`config.mk`:
```
export PLATFORM = sky130hd
export DESIGN_NAME = core_seq
export DESIGN_NICKNAME = d
export VERILOG_FILES = /design/src/rtl/core_pkg.sv /design/src/rtl/core_seq_rd_strobe_dly.sv /design/src/rtl/core_seq.sv
export SDC_FILE = /design/constraint.sdc
export NUM_CORES = 1
export LEC_CHECK = 0
export CAP_MARGIN = 20
export CORE_MARGIN = 2
export CORE_UTILIZATION = 40
export CTS_BUF_LIST = sky130_fd_sc_hd__clkbuf_8
export CTS_CLUSTER_DIAMETER = 80
export CTS_CLUSTER_SIZE = 20
export DETAILED_ROUTE_END_ITERATION = 10
export PLACE_DENSITY_LB_ADDON = 0.2
export SLEW_MARGIN = 20
export SYNTH_ARGS = -nofsm -noshare
export SYNTH_HDL_FRONTEND = slang
export SYNTH_SLANG_ARGS = --single-unit
```
`constraint.sdc`:
```
create_clock -name i_clk -period 4.8 [get_ports i_clk]
set_clock_uncertainty 0.1 [all_clocks]
set_input_delay 0.96 -clock i_clk [delete_from_list [all_inputs] [get_ports i_clk]]
set_output_delay 0.96 -clock i_clk [all_outputs]
set_load 0.02 [all_outputs]
```
`src/rtl/core_pkg.sv`:
```
// Shared definitions for the 8x8 core layer sequencer:
// instruction bit map, idle word and sequencer states.
package core_pkg;

   localparam int INST_W  = 50;

   localparam int B_ACC   = 49;
   localparam int B_CENP  = 48;
   localparam int B_WENP  = 47;
   localparam int B_AP_HI = 46;
   localparam int B_AP_LO = 33;
   localparam int B_CEN1  = 32;
   localparam int B_A1_HI = 31;
   localparam int B_A1_LO = 21;
   localparam int B_CEN0  = 20;
   localparam int B_WEN0  = 19;
   localparam int B_A0_HI = 18;
   localparam int B_A0_LO = 8;
   localparam int B_OFRD  = 7;
   localparam int B_IFWR  = 6;
   localparam int B_IFRD  = 5;
   localparam int B_L0RD  = 4;
   localparam int B_L0WR  = 3;
   localparam int B_MODE  = 2;
   localparam int B_EXEC  = 1;
   localparam int B_LOAD  = 0;

   // All memory enables/write-enables deasserted, everything else zero.
   localparam logic [INST_W-1:0] INST_IDLE = 50'h1_8001_0018_0000;

   typedef enum logic [3:0] {
      ST_IDLE,
      ST_W_L0,
      ST_W_PE,
      ST_W_FLUSH,
      ST_X_L0,
      ST_X_EXEC,
      ST_DRAIN,
      ST_ACC,
      ST_DONE
   } state_t;

endpackage

```
`src/rtl/core_seq_rd_strobe_dly.sv`:
```
// One-cycle delay from a memory read request to the
// strobe that consumes the read data.
module rd_strobe_dly (
   input  logic i_clk,
   input  logic i_reset,
   input  logic i_rd,
   output logic o_stb
);

   logic r_stb;

   // Read data is valid one cycle after the request.
   always_ff @(posedge i_clk) begin
      if (i_reset) r_stb <= 1'b0;
      else         r_stb <= i_rd;
   end

   assign o_stb = r_stb;

endmodule

```
`src/rtl/core_seq.sv`:
```
// Autonomous layer sequencer: weight load, activation
// stream, psum drain per kernel position, then pmem accumulate.
module core_seq
   import core_pkg::*;
#(
   parameter int ROW     = 8,
   parameter int COL     = 8,
   parameter int XMEM_AW = 11,
   parameter int PMEM_AW = 14,
   parameter int N_ACT   = 36,
   parameter int N_KIJ   = 9
) (
   input  logic               i_clk,
   input  logic               i_reset,
   input  logic               i_start,
   input  logic               i_mode,
   input  logic [XMEM_AW-1:0] i_w_base,
   input  logic [XMEM_AW-1:0] i_x_base,
   input  logic [PMEM_AW-1:0] i_p_base,
   input  logic               i_ofifo_valid,
   output logic [INST_W-1:0]  o_inst,
   output logic               o_busy,
   output logic               o_done
);

   localparam int M1   = (ROW + COL > N_ACT + 1) ? ROW + COL : N_ACT + 1;
   localparam int CMAX = (M1 > N_KIJ + 1) ? M1 : N_KIJ + 1;
   localparam int CW   = $clog2(CMAX);
   localparam int JW   = $clog2(N_ACT + 1);
   localparam int KW   = (N_KIJ > 1) ? $clog2(N_KIJ) : 1;

   state_t             r_state;
   logic [CW-1:0]      r_cnt;
   logic [KW-1:0]      r_k;
   logic [JW-1:0]      r_j;
   logic               r_mode;
   logic [XMEM_AW-1:0] r_wb;
   logic [XMEM_AW-1:0] r_xb;
   logic [PMEM_AW-1:0] r_pb;
   logic [INST_W-1:0]  r_inst;
   logic               r_busy;
   logic               r_done;

   state_t             w_state_nx;
   logic [CW-1:0]      w_cnt_nx;
   logic [KW-1:0]      w_k_nx;
   logic [JW-1:0]      w_j_nx;
   logic [JW-1:0]      w_wr_j;
   logic               w_wr;
   logic               w_start;
   logic               w_mode_nx;
   logic [XMEM_AW-1:0] w_wb_nx;
   logic [XMEM_AW-1:0] w_xb_nx;
   logic [PMEM_AW-1:0] w_pb_nx;
   logic [XMEM_AW-1:0] w_xa;
   logic [PMEM_AW-1:0] w_pa;
   logic [INST_W-1:0]  w_inst_nx;
   logic               w_xrd;
   logic               w_prd;
   logic               w_l0_stb;
   logic               w_acc_stb;

   // Next phase/counter values for the cycle about to be issued.
   always_comb begin
      w_state_nx = r_state;
      w_cnt_nx   = r_cnt + 1'b1;
      w_k_nx     = r_k;
      w_j_nx     = r_j;
      w_start    = 1'b0;
      w_wr       = 1'b0;
      unique case (r_state)
         ST_IDLE: begin
            w_cnt_nx = '0;
            if (i_start) begin
               w_start    = 1'b1;
               w_state_nx = ST_W_L0;
               w_k_nx     = '0;
               w_j_nx     = '0;
            end
         end
         ST_W_L0:
            if (r_cnt == CW'(ROW)) begin
               w_state_nx = ST_W_PE;
               w_cnt_nx   = '0;
            end
         ST_W_PE:
            if (r_cnt == CW'(ROW - 1)) begin
               w_state_nx = ST_W_FLUSH;
               w_cnt_nx   = '0;
            end
         ST_W_FLUSH:
            if (r_cnt == CW'(ROW + COL - 1)) begin
               w_state_nx = ST_X_L0;
               w_cnt_nx   = '0;
            end
         ST_X_L0:
            if (r_cnt == CW'(N_ACT)) begin
               w_state_nx = ST_X_EXEC;
               w_cnt_nx   = '0;
            end
         ST_X_EXEC:
            if (r_cnt == CW'(N_ACT - 1)) begin
               w_state_nx = ST_DRAIN;
               w_cnt_nx   = '0;
               w_j_nx     = '0;
            end
         ST_DRAIN: begin
            w_cnt_nx = '0;
            if (r_j == JW'(N_ACT)) begin
               w_j_nx = '0;
               if (r_k == KW'(N_KIJ - 1)) begin
                  w_state_nx = ST_ACC;
               end else begin
                  w_state_nx = ST_W_L0;
                  w_k_nx     = r_k + 1'b1;
               end
            end
         end
         ST_ACC:
            if (r_cnt == CW'(N_KIJ)) begin
               w_cnt_nx = '0;
               if (r_j == JW'(N_ACT - 1)) w_state_nx = ST_DONE;
               else                       w_j_nx     = r_j + 1'b1;
            end
         ST_DONE: begin
            w_state_nx = ST_IDLE;
            w_cnt_nx   = '0;
         end
         default: begin
            w_state_nx = ST_IDLE;
            w_cnt_nx   = '0;
         end
      endcase
      w_wr_j = w_j_nx;
      if (w_state_nx == ST_DRAIN && i_ofifo_valid) begin
         w_wr   = 1'b1;
         w_j_nx = w_j_nx + 1'b1;
      end
   end

   // Layer parameters are taken from the ports only on the accepting edge.
   assign w_mode_nx = w_start ? i_mode   : r_mode;
   assign w_wb_nx   = w_start ? i_w_base : r_wb;
   assign w_xb_nx   = w_start ? i_x_base : r_xb;
   assign w_pb_nx   = w_start ? i_p_base : r_pb;

   assign w_xa = XMEM_AW'((w_state_nx == ST_X_L0)
      ? int'(w_xb_nx) + int'(w_k_nx) * N_ACT + int'(w_cnt_nx)
      : int'(w_wb_nx) + int'(w_k_nx) * ROW + int'(w_cnt_nx));

   assign w_pa = PMEM_AW'((w_state_nx == ST_ACC)
      ? int'(w_pb_nx) + int'(w_cnt_nx) * N_ACT + int'(w_j_nx)
      : int'(w_pb_nx) + int'(w_k_nx) * N_ACT + int'(w_wr_j));

   // Instruction word for the upcoming cycle (strobes added later).
   always_comb begin
      w_inst_nx         = INST_IDLE;
      w_inst_nx[B_MODE] = w_mode_nx;
      unique case (w_state_nx)
         ST_W_L0:
            if (w_cnt_nx != CW'(ROW)) begin
               w_inst_nx[B_CEN0]          = 1'b0;
               w_inst_nx[B_A0_HI:B_A0_LO] = w_xa;
            end
         ST_X_L0:
            if (w_cnt_nx != CW'(N_ACT)) begin
               w_inst_nx[B_CEN0]          = 1'b0;
               w_inst_nx[B_A0_HI:B_A0_LO] = w_xa;
            end
         ST_W_PE: begin
            w_inst_nx[B_L0RD] = 1'b1;
            w_inst_nx[B_LOAD] = 1'b1;
         end
         ST_X_EXEC: begin
            w_inst_nx[B_L0RD] = 1'b1;
            w_inst_nx[B_EXEC] = 1'b1;
         end
         ST_DRAIN:
            if (w_wr) begin
               w_inst_nx[B_OFRD]          = 1'b1;
               w_inst_nx[B_CENP]          = 1'b0;
               w_inst_nx[B_WENP]          = 1'b0;
               w_inst_nx[B_AP_HI:B_AP_LO] = w_pa;
            end
         ST_ACC:
            if (w_cnt_nx != CW'(N_KIJ)) begin
               w_inst_nx[B_CENP]          = 1'b0;
               w_inst_nx[B_AP_HI:B_AP_LO] = w_pa;
            end
         default: ;
      endcase
   end

   // Sequencer state and registered outputs.
   always_ff @(posedge i_clk) begin
      if (i_reset) begin
         r_state <= ST_IDLE;
         r_cnt   <= '0;
         r_k     <= '0;
         r_j     <= '0;
         r_mode  <= 1'b0;
         r_wb    <= '0;
         r_xb    <= '0;
         r_pb    <= '0;
         r_inst  <= INST_IDLE;
         r_busy  <= 1'b0;
         r_done  <= 1'b0;
      end else begin
         r_state <= w_state_nx;
         r_cnt   <= w_cnt_nx;
         r_k     <= w_k_nx;
         r_j     <= w_j_nx;
         r_mode  <= w_mode_nx;
         r_wb    <= w_wb_nx;
         r_xb    <= w_xb_nx;
         r_pb    <= w_pb_nx;
         r_inst  <= w_inst_nx;
         r_busy  <= (w_state_nx != ST_IDLE);
         r_done  <= (w_state_nx == ST_DONE);
      end
   end

   assign w_xrd = ~r_inst[B_CEN0] & r_inst[B_WEN0];
   assign w_prd = ~r_inst[B_CENP] & r_inst[B_WENP];

   rd_strobe_dly u_l0_wr (
      .i_clk   (i_clk),
      .i_reset (i_reset),
      .i_rd    (w_xrd),
      .o_stb   (w_l0_stb)
   );

   rd_strobe_dly u_acc (
      .i_clk   (i_clk),
      .i_reset (i_reset),
      .i_rd    (w_prd),
      .o_stb   (w_acc_stb)
   );

   // Merge the delayed read strobes into the issued word.
   always_comb begin
      o_inst         = r_inst;
      o_inst[B_L0WR] = r_inst[B_L0WR] | w_l0_stb;
      o_inst[B_ACC]  = r_inst[B_ACC] | w_acc_stb;
   end

   assign o_busy = r_busy;
   assign o_done = r_done;

endmodule

```
==> results.yml, run 1 <==
setup_path:
  crit_required_ns: 5.02
  crit_cells: 30
  crit_type: "input port to flip-flop"
  critPathArrivalTime_ns: 5.19
  reg2reg_slack_ns: -0.12
  end_kind: "flip-flop"
  r2r-start: "r_cnt[4]$_SDFF_PP0_"
  start_kind: "input port"
  cp_max_fo: 4
  slowest_stage: "dlygate4sd2_1"
  path_buf_inv: 23
  cpPeakStageDelay_ns: 0.25
  reg2reg_to: "r_j[2]$_SDFF_PP0_"
  cp_top_family: "buffers and inverters"
  ff2ff_path_depth: 30
  cpMostUsedCell: "buf_4"
placement:
  dp_hpwl_um: 16200
  placed_cells: 1271
  place_ws_ns: -0.6467
  portBuffers: 77
  place.gp.congestion: 0.9162
  place_area_mm2: 0.009148
cells_and_area:
  multi_input_area_mm2: 0.005328
  utilization_pct: 58.66
  antenna_cells: 0
  nNetsFinal: 1240
  fill_cells: 1568
  layout.cell_area.non_filler_mm2: 0.01018
  drive_above_1_share_pct: 28.33
  seqCellArea_mm2: 0.001877
  area_delta_synth_final_pct: 42.63
  instances_no_fill: 1330
clock_network:
  htreeDepth: 3
  cts_sinks: 93
  clock_latency_ns: 0.38
  cts_hold_buf: 0
  cts_buffer_depth: 2
  root_buffer: "clkbuf_8"
  tritoncts: "done"
  numCtsBuffers: 9
  clk_pin_slew_ns: 0.09
grt:
  grt_max_degree: 28
  overflow: 0
  grt_pass1_wl_um: 33030
  grt.total_usage_pct: 22.71
  antenna_found_initial: 0
  grt_pass1_vias: 6481
power_and_ir_drop:
  leakagePower_uw: 0.004820
  vdd_drop_max_mv: 0.1611
  power.density_mw_per_mm2: 180.1
sta:
  setup_ws_ns: -0.1747
  fmax_mhz: 201.0
  rsz0062_at_grt: "yes"
  tightest_slew_ns: 0.8427
  period_needed_ns: 4.975
  finalHoldViolations: 0
  timing.final.max_slew_violations: 0
  setup_viol: 3
  relSlewSlack_pct: 43.82
  min_period_over_period_pct: 103.6
floorplan:
  rows: 48
  core_area_mm2: 0.01736
  chipHeight_um: 137.6
  die_w_um: 137.6
  start_util_pct: 41.13
  ios: 93
  dieArea_mm2: 0.01893
logic_synthesis:
  yosys_warnings: 0
  avgSynthCellArea_um2: 8.358
  syn_area_mm2: 0.007138
  synthFlopType: "dfxtp_1"
  synth-seq-cells: 93
  synth-edff-count: 0
  ys_seq_area_share_pct: 26.08
  ys_async_sr_fraction_pct: 0
  ys_types: 78
  syn_inst: 854
detailed_routing:
  vias: 6696
  drtIter0Drc: 372
  drc: 0
  drtAntennaViolNets: 0
  drt_wl_total_um: 21430
  viasPerCell: 5.035
  first_pass_iters: 5
  wl_per_cell_um: 16.11
worst_hold_path:
  hold_depth: 1
  hp-class: "flip-flop to flip-flop"
  hold_end: "u_l0_wr.o_stb$_SDFF_PP0_"
  min-delay-start: "r_inst[20]$_SDFF_PP1_"
flow_run:
  max-cap-violations: 0
outcome:
  outcome: "complete, but fails checks"
  violations: "setup timing"
[registers in the layout (all words and copies together), names as in the netlist]
name	flops
r_inst	33
r_pb	14
r_wb	11
r_xb	11
r_cnt	6
r_j	6
r_k	4
r_state	4
o_busy	1
o_done	1
u_acc.o_stb	1
u_l0_wr.o_stb	1
[worst max path at each step]
| stage | endpoint | start |
|---|---|---|
| 2_1_floorplan | r_inst[46]$_SDFF_PP0_ | r_cnt[4]$_SDFF_PP0_ |
| 3_5_place_dp | r_inst[44]$_SDFF_PP0_ | i_start |
| 3_3_place_gp | r_inst[45]$_SDFF_PP0_ | i_start |
| 4_1_cts | r_inst[45]$_SDFF_PP0_ | r_cnt[4]$_SDFF_PP0_ |
| 6_report | r_j[2]$_SDFF_PP0_ | i_start |
| 5_1_grt | r_inst[45]$_SDFF_PP0_ | r_cnt[4]$_SDFF_PP0_ |
[per-layer routing]
layer  vias to the layer above  GRT usage [%]  share of wire [%]
met5                         -              0                  0
met4                         0          8.018                2.1
met3                        35          3.642                3.7
met2                       151          37.40                 48
met1                      3124          30.10                 46
li1                       3386              -                  -
[cells in the mapped netlist (3+ instances only)]
cell	number	area share, %
a211oi_1	4	0.42
a21o_1	8	0.84
a21oi_1	34	2.4
a31oi_1	10	0.88
and2_1	29	2.5
and3_1	13	1.1
and3b_1	3	0.37
buf_2	6	0.42
buf_4	20	2.1
buf_6	3	0.47
clkbuf_1	16	0.84
dfxtp_1	93	26
fa_1	20	5.6
ha_1	79	14
inv_1	69	3.6
mux2i_1	30	4.2
nand2_1	98	5.2
nand2b_1	11	0.96
nand3_1	18	1.3
nand4_1	4	0.35
nor2_1	83	4.4
nor2b_1	9	0.79
nor3_1	22	1.5
nor3b_1	4	0.42
nor4_1	5	0.44
nor4b_1	3	0.37
o2111ai_1	4	0.49
o211ai_1	6	0.63
o21a_1	8	0.84
o21ai_0	17	1.2
o31ai_1	3	0.32
o41ai_1	5	0.61
or2_2	6	0.53
or3_1	8	0.70
or4_1	5	0.53
xnor2_1	33	4.0
xor2_1	10	1.2
[worst register-to-register path: cells and delay by family, from the launching register on]
kind,cells,cell delay (ns)
compound gates,2,0.40
xor+xnor,1,0.11
buf+inv,23,3.07
flops,1,0.33
simple gates,4,0.84
[final cells by class]
cell class                 count  share of cell area (%)
clock inverter                 6                  0.6145
clock buffer                  10                   1.352
multi-input combinational    657                   52.33
sequential                    93                   18.43
inverter                      70                   2.655
timing repair buffer         269                   21.85
tap                          225                   2.765
[report_power, final]
part           internal, uW  switching, uW
clock network           254            301
registers               798           10.8
logic                   224            245
total                  1280            557
[per-stage QoR]
stage | hold WS [ns] | setup TNS, ns | total power [uW]
final | 0.3081 | -0.3452 | 1834
after global routing | 0.3403 | -1.484 | 1925
after CTS | 0.3109 | -0.1597 | 1820
after detailed placement | 0.2978 | -4.743 | 1249
after global placement | 0.2943 | -3.878 | 1245
after floorplan | 0.3367 | 0 | 1082
[cell usage in the layout, fill, tap and decap left out, drive strengths merged, types with 9 or more instances in the layout]
cell type        n
o21ai           17
buf            193
conb            15
ha              79
clkdlybuf4s50   75
nor2            84
and3            13
fa              20
a21oi           35
and2            31
nor2b            9
nand2b          11
a31oi           10
inv             72
nand2           98
dfxtp           93
clkbuf          10
nand3           19
xor2            10
nor3            22
mux2i           30
xnor2           33
[cell families (layout without fill, tap and decap cells)]
logic type	Yosys count	in the layout	synth area share, %
buf+inv	117	355	7.625
other cells	2	15	0.1052
mux	32	32	4.522
simple gates	338	338	23.73
fa+ha+maj	99	99	19.46
xor+xnor	43	43	5.276
flops	93	93	26.08
compound gates	130	130	13.20
[what timing repair did]
action | in CTS | in global routing
endpoints found under the setup margin | 6 | 11
buffers inserted | 33 | 11
cloned | 0 | 0
pin swaps | 32 | 46
gates resized for setup | 55 | 57
Power figures use the tool's default switching activity.
==> run 2: changes to the inputs <==
- CORE_ASPECT_RATIO: not set -> 2
==> results.yml, run 2 (synthesis gave the netlist of run 1 again) <==
outcome:
  outcome: "completed"
clock_network:
  tritoncts: "done"
  cts_sinks: 93
  clock_latency_ns: 0.39
  root_buffer: "clkbuf_8"
  htreeDepth: 3
  cts_buffer_depth: 2
  clk_pin_slew_ns: 0.09
  cts_hold_buf: 0
  numCtsBuffers: 9
setup_path:
  crit_required_ns: 5.02
  worstPathCellList: "inv_1 -> buf_4 -> ha_1 -> and2_4 -> buf_4 -> buf_4 -> a21o_1 -> o211ai_1 -> ha_2 -> inv_1 -> nor3_4 -> xnor2_2 -> fa_1 -> inv_2 -> ha_1 -> a21o_1 -> nand2_1 -> a21oi_1 -> o41a_1 -> and4_1 -> or4_1 -> a21oi_1"
  start_kind: "flip-flop"
  path_buf_inv: 6
  cp_top_family: "adder cells"
  cpMostUsedCell: "buf_4"
  crit_type: "flip-flop to flip-flop"
  cpPeakStageDelay_ns: 0.53
  end_kind: "flip-flop"
  critPathArrivalTime_ns: 5.00
  cp_max_fo: 4
  slowest_stage: "fa_1"
detailed_routing:
  first_pass_iters: 5
  drc: 0
  drt_wl_total_um: 21350
  vias: 6749
  drtIter0Drc: 210
  viasPerCell: 5.184
  wl_per_cell_um: 16.40
  drtAntennaViolNets: 0
cells_and_area:
  nNetsFinal: 1225
  area_delta_synth_final_pct: 38.04
  drive_above_1_share_pct: 26.26
  multi_input_area_mm2: 0.005144
  final_cell_mix: "174 x buf_4, 97 x nand2_1, 86 x dfxtp_1"
  antenna_cells: 0
  largest_register: "r_inst"
  final_common_cell: "buf_4"
  fill_cells: 1649
  largest_reg_flops: 33
  utilization_pct: 55.95
  reg.largest.list: "r_inst x33, r_pb x14"
  seqCellArea_mm2: 0.001873
sta:
  setup_viol: 0
  rsz0062_at_grt: "yes"
  timing.final.max_slew_violations: 0
  period_needed_ns: 4.773
  tns_ns: 0
  fin_hold_ws_ns: 0.3088
  relSlewSlack_pct: 44.10
  min_period_over_period_pct: 99.43
  finalHoldViolations: 0
  tightest_slew_ns: 0.8277
  fmax_mhz: 209.5
power_and_ir_drop:
  power.density_mw_per_mm2: 184.3
  leakagePower_uw: 0.004729
  vdd_drop_max_mv: 0.1164
  power_uw: 1816
floorplan:
  rows: 69
  core_area_mm2: 0.01761
  chipHeight_um: 192.9
  dieArea_mm2: 0.01899
  ios: 93
  start_util_pct: 40.53
  die_w_um: 98.46
grt:
  antenna_found_initial: 0
  grt_pass1_wl_um: 34440
  grt.total_usage_pct: 23.20
  grt_max_degree: 26
  overflow: 0
  grt_pass1_vias: 6884
placement:
  dp_hpwl_um: 17430
  place.gp.congestion: 0.9208
  portBuffers: 77
worst_hold_path:
  hp-class: "flip-flop to flip-flop"
flow_run:
  max-cap-violations: 0
==> run 2: cell count changes in the layout (fill, tap and decap cells not counted), moves of 3 or more <==
cell	previous run	this run
ha_4	13	8
dfxtp_2	3	6
a21oi_2	4	7
buf_4	187	174
ha_1	63	69
==> run 2: stage by stage <==
stage / instance area [um2] / instances / setup WS [ns]
finish: 9853 / 1302 / 0.02736
global route: 9853 / 1302 / -0.2719
CTS: 9663 / 1295 / -0.02213
detailed placement: 9208 / 1269 / -0.5890
global placement: 9208 / 1269 / -0.4666
floorplan: 7268 / 867 / 0.01367
==> run 2: final cells by class <==
type	instances	area share [%]
timing repair buffer	254	21.36
sequential	93	19.01
clock buffer	10	1.397
multi-input combinational	657	52.20
tap	213	2.705
clock inverter	5	0.6095
inverter	70	2.717
==> run 2: routing by layer <==
layer	vias up	track usage [%]	share of wire, %
li1	3366	-	-
met1	3178	26.33	40
met2	155	42.18	52
met3	50	2.898	3.3
met4	0	11.80	4.5
met5	-	0	0
==> run 2: repair_timing <==
| item | 4_1_cts | 5_1_grt |
|---|---|---|
| endpoints found under the hold margin | 0 | 0 |
| setup buffers | 11 | 8 |
| setup endpoints to repair | 6 | 8 |
| resized for setup | 45 | 34 |
| pin swaps | 36 | 25 |
==> run 2: final timing paths <==
kind	startpoint	to	slack, ns	cells after the start
max	r_cnt[1]$_SDFF_PP0_	r_inst[45]$_SDFF_PP0_	0.03	22
min	r_inst[20]$_SDFF_PP1_	u_l0_wr.o_stb$_SDFF_PP0_	0.31	1
max reg2reg	r_cnt[1]$_SDFF_PP0_	r_inst[45]$_SDFF_PP0_	0.03	22
min reg2reg	r_inst[20]$_SDFF_PP1_	u_l0_wr.o_stb$_SDFF_PP0_	0.31	1
==> run 2: where the power goes <==
part | switching [uW] | internal [uW]
Clock | 301 | 255
Combinational | 237 | 215
Sequential | 9.48 | 799
Total | 547 | 1270
==> run 3: changes to the inputs <==
- CORE_ASPECT_RATIO: 2 -> 0.6
==> results.yml, run 3 (synthesis gave the netlist of run 1 again) <==
outcome:
  outcome: "complete, but fails checks"
  violations: "setup timing"
power_and_ir_drop:
  clkPwrFrac_pct: 33.5
  power.density_mw_per_mm2: 188.9
  power_uw: 1927
  p_int_uw: 1365
  vdd_drop_max_mv: 0.1567
  combPwrFrac_pct: 24.7
  switching_share_pct: 29.18
  power_switching_uw: 562.3
  power_frac_seq_pct: 41.9
  leakagePower_uw: 0.004835
grt:
  overflow: 0
  use_met3_pct: 5.155
  grt_use_met2_pct: 33.36
  grt_pass1_wl_um: 34640
  use_met1_pct: 36.61
  antenna_found_initial: 0
  grt_pass1_vias: 6542
  grt.total_usage_pct: 23.64
  top_usage_layer: "met1"
  grt_max_degree: 41
setup_path:
  crit_type: "flip-flop to flip-flop"
  cpMostUsedCell: "ha_4"
  cpPeakStageDelay_ns: 0.40
  cp_max_fo: 4
  start_kind: "flip-flop"
  path_buf_inv: 4
  crit_required_ns: 5.03
  end_kind: "flip-flop"
  slowest_stage: "or4_1"
  critPathArrivalTime_ns: 5.07
  worstPathCellList: "or3b_4 -> o211ai_1 -> nand3_2 -> nor3_4 -> nand2b_4 -> inv_4 -> ha_4 -> ha_4 -> inv_2 -> fa_2 -> nor2b_1 -> o21ai_1 -> xnor2_1 -> nor2_2 -> ha_4 -> ha_4 -> a21o_1 -> a21o_1 -> inv_2 -> buf_6 -> a21oi_2 -> a21oi_1 -> or4_1 -> a21oi_1"
  cp_top_family: "simple AND/OR/NAND/NOR gates"
floorplan:
  chipHeight_um: 107.5
  ios: 93
  start_util_pct: 41.23
  core_area_mm2: 0.01731
  rows: 37
  die_w_um: 176.5
  dieArea_mm2: 0.01897
sta:
  period_needed_ns: 4.841
  timing.final.max_slew_violations: 0
  rsz0062_at_grt: "yes"
  setup_viol: 1
  setup_ws_ns: -0.04062
  tns_ns: -0.04062
  fmax_mhz: 206.6
  tightest_slew_ns: 0.9158
  fin_hold_ws_ns: 0.3033
  min_period_over_period_pct: 100.8
  finalHoldViolations: 0
  relSlewSlack_pct: 38.88
cells_and_area:
  nNetsFinal: 1239
  area_delta_synth_final_pct: 42.93
  seqCellArea_mm2: 0.001889
  fill_cells: 1564
  utilization_pct: 58.92
  drive_above_1_share_pct: 28.74
  largest_reg_flops: 33
  reg.largest.list: "r_inst x33, r_pb x14"
  final_cell_mix: "187 x buf_4, 97 x nand2_1, 83 x dfxtp_1"
  multi_input_area_mm2: 0.005304
  antenna_cells: 0
  largest_register: "r_inst"
  final_common_cell: "buf_4"
  instances_no_fill: 1337
clock_network:
  numCtsBuffers: 9
  root_buffer: "clkbuf_8"
  cts_hold_buf: 0
  clock_latency_ns: 0.39
  htreeDepth: 3
  cts_buffer_depth: 2
  clk_pin_slew_ns: 0.11
  tritoncts: "done"
  cts_sinks: 93
placement:
  placed_cells: 1294
  dp_hpwl_um: 16840
  portBuffers: 77
  place.gp.congestion: 0.8709
detailed_routing:
  wl_per_cell_um: 16.53
  vias: 6797
  drc: 0
  first_pass_iters: 5
  drt_wl_total_um: 22110
  drtAntennaViolNets: 0
  viasPerCell: 5.084
  drtIter0Drc: 452
worst_hold_path:
  hp-class: "flip-flop to flip-flop"
flow_run:
  max-cap-violations: 0
## run 3: cell types whose count changed in the layout (fill, tap and decap cells not counted), sizes merged
cell | before | now
dlygate4sd2 | 1 | 0
clkinvlp | 0 | 1
bufinv | 1 | 3
clkinv | 1 | 0
buf | 178 | 192
inv | 73 | 72
clkbuf | 10 | 9
clkdlybuf4s15 | 0 | 1
## run 3: layout make-up
type / instances / area share [%]
Sequential cell: 93 / 18.52
Inverter: 70 / 2.674
Clock buffer: 9 / 1.214
Tap cell: 234 / 2.870
Multi-Input combinational cell: 657 / 51.99
Timing Repair Buffer: 268 / 21.71
Clock inverter: 6 / 1.030
## run 3: path summary, 6_finish.rpt
| path | from | to | slack [ns] | cells after the start |
|---|---|---|---|---|
| max | r_cnt[4]$_SDFF_PP0_ | r_inst[45]$_SDFF_PP0_ | -0.04 | 24 |
| max reg2reg | r_cnt[4]$_SDFF_PP0_ | r_inst[45]$_SDFF_PP0_ | -0.04 | 24 |
| min reg2reg | r_inst[20]$_SDFF_PP1_ | u_l0_wr.o_stb$_SDFF_PP0_ | 0.30 | 1 |
| min | r_inst[20]$_SDFF_PP1_ | u_l0_wr.o_stb$_SDFF_PP0_ | 0.30 | 1 |
## run 3: per-layer routing
| metal | share of wire, % | wire, um |
|---|---|---|
| met1 | 53 | 11690 |
| met2 | 40 | 8799 |
| met3 | 6.4 | 1404 |
| met4 | 0.98 | 216 |
| met5 | 0 | 0 |
## run 3: metrics by stage
| stage | cell area (um2) | setup slack [ns] |
|---|---|---|
| after floorplan | 7268 | 0.01367 |
| after global placement | 9264 | -0.5847 |
| after detailed placement | 9264 | -0.6774 |
| after CTS | 9917 | 0.005788 |
| after global routing | 10200 | -0.2482 |
| final | 10200 | -0.04062 |
## run 3: power by group through the flow
stage               Combinational (uW)  Clock [uW]  Sequential [uW]
floorplan                          250           0              833
global placement                   430           0              826
detailed placement                 432           0              827
CTS                                454         658              808
global route                       522         692              810
finish                             475         645              807
## run 3: what timing repair did
item | 4_1_cts | 5_1_grt
gates resized for setup | 70 | 45
pin swaps | 37 | 28
endpoints found under the setup margin | 7 | 7
setup buffers | 23 | 7
